**src/rtl/bias_sram_ctrl.sv**
```systemverilog
// Bias SRAM controller: streams bias words into a single-port SRAM (load)
// and streams a window of them back out through a 2-entry FIFO (fetch).
module bias_sram_ctrl #(
    parameter int AW    = 9,
    parameter int DW    = 32,
    parameter int DEPTH = 384
) (
    input  logic          clk,
    input  logic          rst,
    input  logic          load_start,
    input  logic [AW-1:0] load_len,
    input  logic          ld_valid,
    input  logic [DW-1:0] ld_data,
    output logic          ld_ready,
    input  logic          fetch_start,
    input  logic [AW-1:0] fetch_base,
    input  logic [AW-1:0] fetch_len,
    output logic          bias_valid,
    output logic [DW-1:0] bias_data,
    input  logic          bias_ready,
    output logic          busy,
    output logic          done,
    output logic          err,
    output logic          sram_cs,
    output logic          sram_oe,
    output logic          sram_web,
    output logic [AW-1:0] sram_addr,
    output logic [DW-1:0] sram_wdata,
    input  logic [DW-1:0] sram_rdata
);

    typedef enum logic [1:0] {IDLE, LOAD, FETCH, DONE} state_t;

    localparam logic [AW:0] DEPTH_W = (AW+1)'(DEPTH);

    state_t        state;
    logic [AW-1:0] wptr;
    logic [AW-1:0] ld_left;
    logic [AW-1:0] rptr;
    logic [AW-1:0] rd_left;
    logic [AW-1:0] out_left;
    logic [AW-1:0] addr_q;
    logic [DW-1:0] wdata_q;
    logic          arm;
    logic          inflight;
    logic          done_q;
    logic          err_q;

    logic [DW-1:0] fifo_head;
    logic [DW-1:0] fifo_tail;
    logic [1:0]    occ;

    logic          beat;
    logic          issue;
    logic          pop;
    logic          push;
    logic [2:0]    outstanding;
    logic          load_bad;
    logic          fetch_bad;

    // Handshake decode, read credit and command legality checks.
    // The word leaving the FIFO this cycle frees its slot, so a read may be
    // issued alongside a pop; this keeps one word per cycle with only two
    // storage slots (FIFO + in-flight never exceeds two after the edge).
    always_comb begin
        beat        = (state == LOAD) && ld_valid;
        pop         = (occ != 2'd0) && bias_ready;
        push        = inflight;
        outstanding = 3'(occ) + 3'(inflight) - 3'(pop);
        issue       = (state == FETCH) && !arm && (rd_left != '0) && (outstanding < 3'd2);
        load_bad    = (load_len == '0) || ({1'b0, load_len} > DEPTH_W);
        fetch_bad   = (fetch_len == '0) ||
                      (({1'b0, fetch_base} + {1'b0, fetch_len}) > DEPTH_W);
    end

    // Control FSM, address/length counters and registered status pulses.
    // The first FETCH cycle is a setup cycle (arm), so the first read goes
    // out one cycle after acceptance and the first word appears three
    // cycles after the accepting edge.
    always_ff @(posedge clk or posedge rst) begin
        if (rst) begin
            state    <= IDLE;
            wptr     <= '0;
            ld_left  <= '0;
            rptr     <= '0;
            rd_left  <= '0;
            out_left <= '0;
            addr_q   <= '0;
            wdata_q  <= '0;
            arm      <= 1'b0;
            inflight <= 1'b0;
            done_q   <= 1'b0;
            err_q    <= 1'b0;
        end else begin
            done_q   <= 1'b0;
            err_q    <= 1'b0;
            inflight <= issue;
            if (beat) begin
                addr_q  <= wptr;
                wdata_q <= ld_data;
            end else if (issue) begin
                addr_q <= rptr;
            end
            case (state)
                IDLE: begin
                    if (load_start) begin
                        if (load_bad) begin
                            err_q <= 1'b1;
                        end else begin
                            state   <= LOAD;
                            wptr    <= '0;
                            ld_left <= load_len;
                        end
                    end else if (fetch_start) begin
                        if (fetch_bad) begin
                            err_q <= 1'b1;
                        end else begin
                            state    <= FETCH;
                            rptr     <= fetch_base;
                            rd_left  <= fetch_len;
                            out_left <= fetch_len;
                            arm      <= 1'b1;
                        end
                    end
                end
                LOAD: begin
                    if (beat) begin
                        wptr    <= wptr + AW'(1);
                        ld_left <= ld_left - AW'(1);
                        if (ld_left == AW'(1)) begin
                            state  <= DONE;
                            done_q <= 1'b1;
                        end
                    end
                end
                FETCH: begin
                    arm <= 1'b0;
                    if (issue) begin
                        rptr    <= rptr + AW'(1);
                        rd_left <= rd_left - AW'(1);
                    end
                    if (pop) begin
                        out_left <= out_left - AW'(1);
                        if (out_left == AW'(1)) begin
                            state  <= DONE;
                            done_q <= 1'b1;
                        end
                    end
                end
                DONE: begin
                    state <= IDLE;
                end
                default: begin
                    state <= IDLE;
                end
            endcase
        end
    end

    // Two-entry output FIFO; read data is captured the cycle after issue.
    always_ff @(posedge clk or posedge rst) begin
        if (rst) begin
            fifo_head <= '0;
            fifo_tail <= '0;
            occ       <= 2'd0;
        end else begin
            case ({push, pop})
                2'b10: begin
                    if (occ == 2'd0) begin
                        fifo_head <= sram_rdata;
                    end else begin
                        fifo_tail <= sram_rdata;
                    end
                    occ <= occ + 2'd1;
                end
                2'b01: begin
                    fifo_head <= fifo_tail;
                    occ       <= occ - 2'd1;
                end
                2'b11: begin
                    if (occ == 2'd1) begin
                        fifo_head <= sram_rdata;
                    end else begin
                        fifo_head <= fifo_tail;
                        fifo_tail <= sram_rdata;
                    end
                end
                default: begin
                end
            endcase
        end
    end

    assign ld_ready   = (state == LOAD);
    assign busy       = (state != IDLE);
    assign done       = done_q;
    assign err        = err_q;
    assign bias_valid = (occ != 2'd0);
    assign bias_data  = fifo_head;

    // SRAM strobes: writes follow ld_data in the beat cycle; address and
    // write data hold their last driven value between accesses.
    always_comb begin
        sram_cs    = beat || issue;
        sram_oe    = issue;
        sram_web   = !beat;
        sram_addr  = beat ? wptr : (issue ? rptr : addr_q);
        sram_wdata = beat ? ld_data : wdata_q;
    end

endmodule

```
**config.mk**
```make
export PLATFORM = sky130hd
export DESIGN_NAME = bias_sram_ctrl
export DESIGN_NICKNAME = d
export VERILOG_FILES = /design/src/rtl/bias_sram_ctrl.sv
export SDC_FILE = /design/constraint.sdc
export NUM_CORES = 1
export LEC_CHECK = 0
export ABC_CLOCK_PERIOD_IN_PS = 6300
export BUFFER_PORTS_ARGS = -buffer_cell sky130_fd_sc_hd__buf_2
export CAP_MARGIN = 20
export CORE_ASPECT_RATIO = 0.7
export CORE_MARGIN = 1.5
export CORE_UTILIZATION = 55
export DETAILED_ROUTE_END_ITERATION = 16
export PLACE_DENSITY = 0.82
export REMOVE_ABC_BUFFERS = 1
export SLEW_MARGIN = 20
export SYNTH_ARGS = -nofsm -noshare
export SYNTH_HDL_FRONTEND = slang
export SYNTH_SLANG_ARGS = --single-unit
```
**constraint.sdc**
```tcl
create_clock -name clk -period 6.3 [get_ports clk]
set_input_delay 0.63 -clock clk [delete_from_list [all_inputs] [get_ports clk]]
set_output_delay 0.63 -clock clk [all_outputs]
set_load 0.02 [all_outputs]
```
==> impl_metrics.ini, run 1 <==
[outcome]
status = completed

[floorplanning]
initial_core_util_pct = 56.3
num_io_pins = 178
fp.dieH_um = 106
dieArea_um2 = 15800
die_x_um = 149
rows = 37
core_um2 = 14700

[logic_synthesis]
netlist_instances = 805
yosysWarnings = 0
synthDistinctLibCells = 77
async_reset_ff_share_pct = 100
syn_area_um2 = 8260
ys_ff_latch = 158
seq_area_frac_synth_pct = 47.9
synth_top_flop_cell = dfrtp_1
avgSynthCellArea_um2 = 10.3
synth-edff-count = 0

[routing]
drc = 0
dr.pass1.iters = 5
totalWireLength_um = 20000
drtAntennaViolNets = 0
wire_per_inst_um = 17.1
vias = 6950
via_per_inst = 5.92
drt_iter0_drc = 528

[final_layout]
drive_above_1_share_pct = 32.1
layout.area.seq_um2 = 3950
multi_input_area_um2 = 4020
syn_to_final_growth_pct = 19.5
final_nets = 1089
num_antenna_cells = 0
final_cell_mix = buf_2 (177), dfrtp_1 (158), nand2_1 (93), mux2_2 (65), o21ai_0 (62)
fillers = 1141
mostFrequentLayoutCell = buf_2

[sta]
tns_ns = 0
finalSetupViolCount = 0
period_minus_slack_ns = 5.36
fin_ws_ns = 0.940
fin_crit_sh_pct = 85.1
max_freq_mhz = 187
finalHoldViolations = 0
rsz0062_at_grt = false
worst_slew_pin_slew_ns = 1.08
max_slew_margin_pct = 28.1
maxSlewViolCount = 0
final.setup_skew_ns = 0.00984

[job]
maxCapViolations = 0

[cts]
clk_latency_ns = 0.41
clock-sinks = 158
clockRootBuffer = clkbuf_16
cts_tree = built
post_cts_resized = 0
clk_path_buf_depth = 2
h-tree-depth = 4
clk_pin_slew_ns = 0.07
cts-buffers-inserted = 17
post_cts_buffers = 0
holdBufCountCts = 0

[placed_design]
hpwl_um = 14000
globalplace.congestion = 0.900
preCtsSetupSlack_ns = 1.54
io_buffers = 177

[grt]
grt_max_degree = 82
track_usage_pct = 26.0
antenna_found_initial = 0
grt-ovfl-total = 0
grt_pass1_vias = 6422
grt_pass1_wl_um = 32500

[setup_path]
required_ns = 5.67
setup.worst_path.class = flip-flop to output port
cp-end-kind = output port
path_max_fanout = 31
critPathLaunchType = flip-flop
cp.arrival_ns = 4.73

[power]
vdd_drop_max_mv = 0.280
power.density_nw_per_um2 = 525
p_leak_uw = 0.00455
p_total_uw = 5180

[min_path]
hp-class = input pin to asynchronous set/reset pin
## routing by layer
layer  track usage (%)  share of wire, %  up-vias
li1                  -                 -     3271
met1              38.5                45     3365
met2              39.1                45      292
met3              5.41               8.6       22
met4              5.66              0.89        0
met5                 0                 0        -
## synthesized netlist by cell type (6+ instances only)
cell type	n	area, µm²
nor3_1	18	90.1
or3_1	7	43.8
nor2_1	48	180
nand4_1	6	37.5
a21oi_1	27	135
ha_1	25	313
o22ai_1	8	50.1
nand3_1	18	90.1
inv_1	28	105
nand2_1	93	349
a22oi_1	34	255
xor2_1	9	78.8
dfrtp_1	158	3950
nor3b_1	9	67.6
o21ai_0	62	310
clkbuf_1	31	116
nor2b_1	6	37.5
nor4_1	10	62.6
mux2_2	65	732
a31oi_1	17	106
mux2i_1	10	100
## stage by stage
step / hold slack (ns) / utilization (%) / area [µm²] / std cells
2_1_floorplan: 0.473 / - / 8040 / 763
3_3_place_gp: 0.457 / 63.1 / 9260 / 1141
3_5_place_dp: 0.466 / 63.1 / 9260 / 1141
4_1_cts: 0.377 / 67.2 / 9870 / 1173
5_1_grt: 0.400 / 67.2 / 9870 / 1173
6_report: 0.349 / 67.2 / 9870 / 1173
## area by class of cell
| type | instances | share of cell area, % |
|---|---|---|
| clock inverter | 14 | 1.67 |
| multi-input combinational | 577 | 40.8 |
| inverter | 28 | 1.12 |
| clock buffer | 18 | 4.45 |
| timing repair buffer | 183 | 9.43 |
| sequential | 158 | 40.1 |
| tap | 195 | 2.47 |
## sequential cells by signal, summed over array words and instances, names as in the netlist, 2 cells and up
register and flops:
state 2, fifo_tail 32, out_left 9, rd_left 9, wdata_q 32, bias_data 32, wptr 9, addr_q 9
occ 2, rptr 9, ld_left 9
## worst paths after layout
check,endpoint,slack [ns],start,cells past startpoint
setup / recovery,sram_addr[1],0.94,occ[1],16
hold / removal,wdata_q[12],0.35,rst,2
setup reg to reg,rd_left[3],1.63,occ[1],17
hold reg to reg,bias_data[25],0.48,bias_data[25],2
max in group asynchronous,fifo_tail[22],4.53,rst,3
min in group clk,fifo_tail[10],0.46,sram_rdata[10],2
## kinds of logic after synthesis
family | after synthesis | synth area share [%]
xor+xnor | 13 | 1.38
mux | 75 | 10.1
simple gates | 252 | 15.1
compound gates | 210 | 17.5
buf+inv | 70 | 3.88
flops | 158 | 47.9
fa+ha+maj | 27 | 4.27
## critical path, cell delays in order (launching register included)
cell	delay [ns]
dfrtp_1	0.43
inv_1	0.12
ha_1	0.28
inv_1	0.08
nand2_1	0.23
inv_1	0.20
ha_1	0.31
nand2b_1	0.16
fa_1	0.40
xor2_1	0.18
nor3_1	0.39
o41ai_4	0.14
buf_4	0.25
inv_1	0.50
nand2_1	0.16
a31oi_1	0.25
buf_2	0.20
## report_power, final
group	switching (µW)	internal (µW)	total (µW)
combinational	1420	911	2330
clock	463	580	1040
sequential	312	1490	1800
total	2200	2980	5180
No activity file was read; power rests on OpenSTA's default activity.
==> inputs of run 2 (changes only) <==
MAX_ROUTING_LAYER = met4   (was default)
==> impl_metrics.ini, run 2 (synthesis results as in run 1) <==
[final_layout]
multi_input_area_um2 = 4020
drive_above_1_share_pct = 32.1
final_cell_mix = buf_2 (177), dfrtp_1 (158), nand2_1 (93), mux2_2 (65), o21ai_0 (62)
post-route-util_pct = 67.2
mostFrequentLayoutCell = buf_2
syn_to_final_growth_pct = 19.5
final_nets = 1089
fillers = 1141
num_antenna_cells = 0
layout.area.seq_um2 = 3950

[cts]
post_cts_resized = 0
holdBufCountCts = 0
clock-sinks = 158
clockRootBuffer = clkbuf_16
cts_tree = built
h-tree-depth = 4
clk_pin_slew_ns = 0.07
clk_path_buf_depth = 2
cts-buffers-inserted = 17
post_cts_buffers = 0
clk_latency_ns = 0.42

[sta]
max_slew_margin_pct = 29.0
worst_slew_pin_slew_ns = 1.06
maxSlewViolCount = 0
period_minus_slack_ns = 5.33
tns_ns = 0
finalSetupViolCount = 0
final.setup_skew_ns = 0.0117
max_freq_mhz = 188
rsz0062_at_grt = false
whs_ns = 0.335
fin_crit_sh_pct = 84.6
finalHoldViolations = 0

[setup_path]
cp-end-kind = output port
path_max_fanout = 31
r2r-end = rd_left[3]
crit_slowest_cell = inv_1
required_ns = 5.67
r2r_cells = 17
cp.arrival_ns = 4.70
r2r_setup_slack_ns = 1.67
endpoint = sram_addr[1]
critPathLaunchType = flip-flop
slowest_delay_ns = 0.48
path_cells = inv_1, ha_1, inv_1, nand2_1, inv_1, ha_1, nand2b_1, fa_1, xor2_1, nor3_1, o41ai_4, buf_4, inv_1, nand2_1, a31oi_1, buf_2
path_common_cell = inv_1
setup.worst_path.class = flip-flop to output port
crit_path_start = occ[1]
rr_startpoint = occ[1]

[grt]
grt_max_degree = 82
track_usage_pct = 26.7
grt-ovfl-total = 0
grt_pass1_wl_um = 32500
antenna_found_initial = 0
grt_pass1_vias = 6409

[placed_design]
io_buffers = 177
globalplace.congestion = 0.916
hpwl_um = 14000

[floorplanning]
core_um2 = 14700
fp.dieH_um = 106
initial_core_util_pct = 56.3
num_io_pins = 178
rows = 37
dieArea_um2 = 15800
die_x_um = 149

[routing]
via_per_inst = 5.85
drt_iter0_drc = 555
vias = 6864
dr.pass1.iters = 5
wire_per_inst_um = 17.2
drtAntennaViolNets = 0
totalWireLength_um = 20200
drc = 0

[power]
p_leak_uw = 0.00455
vdd_drop_max_mv = 0.280
power.density_nw_per_um2 = 525

[outcome]
status = completed

[job]
maxCapViolations = 0

[min_path]
hp-class = input pin to asynchronous set/reset pin
[run 2: cell counts in the layout (fill, tap and decap cells not counted)]
Identical to the previous run, type by type.
[run 2: per-stage QoR]
stage	setup WS [ns]	std cells	power, µW	area (µm²)
2_1_floorplan	1.41	763	3390	8040
3_3_place_gp	1.76	1141	4030	9260
3_5_place_dp	1.54	1141	4130	9260
4_1_cts	0.991	1173	5190	9870
5_1_grt	0.657	1173	5530	9870
6_report	0.969	1173	5180	9870
[run 2: power breakdown]
| group | internal, µW | switching, µW | leakage, µW | total, µW |
|---|---|---|---|---|
| Clock | 580 | 463 | 0.000296 | 1040 |
| Sequential | 1490 | 313 | 0.00192 | 1800 |
| Combinational | 911 | 1430 | 0.00233 | 2340 |
| Total | 2980 | 2200 | 0.00455 | 5180 |
[run 2: critical path, delay by kind of cell, from the launching register on]
family,cells,cell delay (ns)
adder cells (fa/ha/maj),3,0.97
XOR/XNOR,1,0.18
buffers and inverters,6,1.33
AND/OR/NAND/NOR,4,0.94
flip-flops,1,0.43
AO/OA/AOI/OAI,2,0.40
[run 2: how the worst min path moves through the flow]
| stage | start | end | slack [ns] | cells after the start |
|---|---|---|---|---|
| detailed placement | bias_data[29] | bias_data[29] | 0.47 | 2 |
| finish | rst | wdata_q[12] | 0.34 | 2 |
| global placement | bias_data[1] | bias_data[1] | 0.46 | 2 |
| floorplan | occ[0] | occ[0] | 0.47 | 1 |
| CTS | rst | wdata_q[12] | 0.38 | 2 |
| global route | rst | wdata_q[12] | 0.40 | 2 |
[run 2: area by class of cell]
cell class / instances / area share, %
multi-input cells: 577 / 40.8
clock inverters: 14 / 1.67
inverters: 28 / 1.12
flip-flops and latches: 158 / 40.1
repair buffers: 183 / 9.43
clock buffers: 18 / 4.45
well taps: 195 / 2.47
[run 2: routing by layer]
layer | vias to the layer above | wire [µm] | track usage [%]
li1 | 3270 | - | -
met1 | 3321 | 9350 | 38.7
met2 | 257 | 9090 | 39.0
met3 | 16 | 1560 | 5.41
met4 | 0 | 162 | 5.66
met5 | - | 0 | -
==> inputs of run 3 (changes only) <==
ABC_CLOCK_PERIOD_IN_PS = 5400   (was 6300)
clock period = 5.4 ns   (was 6.3 ns; I/O delays follow)
==> impl_metrics.ini, run 3 (synthesis results as in run 1) <==
[outcome]
status = completed

[routing]
drc = 0
drt_iter0_drc = 562
highest_layer = met4
wire_per_inst_um = 17.4
dr_wl_met3_um = 1680
drtAntennaViolNets = 0
vias = 6850
via_per_inst = 5.84
route.met2.wl_um = 9080
totalWireLength_um = 20400
dr.pass1.iters = 5
drt-met1-wl_um = 9470

[sta]
fin_ws_ns = 0.475
finalSetupViolCount = 0
fin_crit_sh_pct = 91.2
whs_ns = 0.293
worst_slew_pin_slew_ns = 1.04
max_freq_mhz = 203
max_slew_margin_pct = 30.2
rsz0062_at_grt = false
maxSlewViolCount = 0
period_minus_slack_ns = 4.93
finalHoldViolations = 0
tns_ns = 0
final.setup_skew_ns = 0.0157

[final_layout]
final_nets = 1089
syn_to_final_growth_pct = 19.2
drive_above_1_share_pct = 32.0
mostFrequentLayoutCell = buf_2
num_antenna_cells = 0
post-route-util_pct = 67.1
final_cell_mix = buf_2 (177), dfrtp_1 (158), nand2_1 (93), mux2_2 (65), o21ai_0 (62)

[cts]
h-tree-depth = 4
clock-sinks = 158
clk_path_buf_depth = 2
cts-buffers-inserted = 17
post_cts_buffers = 0
cts_tree = built
clk_latency_ns = 0.43
clockRootBuffer = clkbuf_16
holdBufCountCts = 0
post_cts_resized = 0
clk_pin_slew_ns = 0.07

[floorplanning]
fp.dieH_um = 106
die_x_um = 149
initial_core_util_pct = 56.3
num_io_pins = 178
rows = 37
core_um2 = 14700
dieArea_um2 = 15800

[power]
clkPwrFrac_pct = 19.8
netSwitchingPower_uw = 2550
p_seq_share_pct = 35.0
p_leak_uw = 0.00454
power.density_nw_per_um2 = 610
power.internal_uw = 3460
vdd_drop_max_mv = 0.308
combinationalPowerShare_pct = 45.2
swShare_pct = 42.5

[setup_path]
path_common_cell = inv_1
setup.worst_path.class = flip-flop to output port
cp.arrival_ns = 4.39
rr_startpoint = occ[1]
required_ns = 4.86
slowest_delay_ns = 0.51
path_max_fanout = 19
crit_slowest_cell = inv_1
path_cells = inv_1, ha_1, inv_1, nand2_1, inv_1, ha_1, nand2b_1, fa_1, xor2_1, nor3_1, o41ai_4, inv_1, nand2_1, a31oi_1, buf_2
crit_path_start = occ[1]
cp-end-kind = output port
critPathLaunchType = flip-flop

[min_path]
hp-class = input pin to asynchronous set/reset pin

[placed_design]
globalplace.congestion = 0.952
preCtsSetupSlack_ns = 0.950
hpwl_um = 14200
io_buffers = 177

[grt]
grt_pass1_vias = 6446
track_usage_pct = 27.3
grt_max_degree = 97
grt-ovfl-total = 0
antenna_found_initial = 0
grt_pass1_wl_um = 33200

[job]
maxCapViolations = 0
==> run 3: cell count changes in the layout (fill, tap and decap cells not counted) <==
cell,change
clkbuf_1,+1
clkbuf_8,-1
clkinv_2,+1
clkinv_4,+3
inv_6,-1
inv_8,-3
==> run 3: worst paths after layout <==
| check | end | slack [ns] | cells past startpoint |
|---|---|---|---|
| worst max register to register | rd_left[3] | 1.06 | 16 |
| worst max-delay path | sram_addr[8] | 0.47 | 15 |
| worst min-delay path | wdata_q[2] | 0.29 | 2 |
| worst min register to register | bias_data[11] | 0.47 | 2 |
| max in group asynchronous | occ[0] | 3.76 | 3 |
| min in group clk | fifo_tail[10] | 0.35 | 2 |
==> run 3: through the flow <==
step / instances / area (µm²) / power [µW]
after floorplan: 763 / 8040 / 3960
after global placement: 1141 / 9260 / 4710
after detailed placement: 1141 / 9260 / 4820
after CTS: 1173 / 9840 / 6020
after global routing: 1173 / 9850 / 6410
final: 1173 / 9850 / 6010
==> run 3: routing by layer <==
layer / up-vias / track usage [%]
met4: 0 / 6.44
met3: 20 / 5.45
met1: 3291 / 39.7
met2: 268 / 39.1
li1: 3271 / -
met5: - / -
==> run 3: power by group through the flow <==
stage | clock network, µW | registers [µW] | logic, µW
after detailed placement | 0 | 2110 | 2710
final | 1190 | 2100 | 2710
after global placement | 0 | 2090 | 2620
after CTS | 1200 | 2100 | 2720
after floorplan | 0 | 2160 | 1800
after global routing | 1260 | 2170 | 2980
==> run 3: critical path: cells and delay by family (launching register included) <==
family                   cells  cell delay, ns
XOR/XNOR                     1            0.17
AO/OA/AOI/OAI                2            0.42
flip-flops                   1            0.43
buffers and inverters        5            1.08
adder cells (fa/ha/maj)      3            0.95
AND/OR/NAND/NOR              4            0.89
==> run 3: final cells by class <==
class                      instances  area, µm²
clock buffer                      18        429
multi-input combinational        577       4020
clock inverter                    14        154
inverter                          28        110
timing repair buffer             183        931
fill                            1105       4830
sequential                       158       3950
tap                              195        244
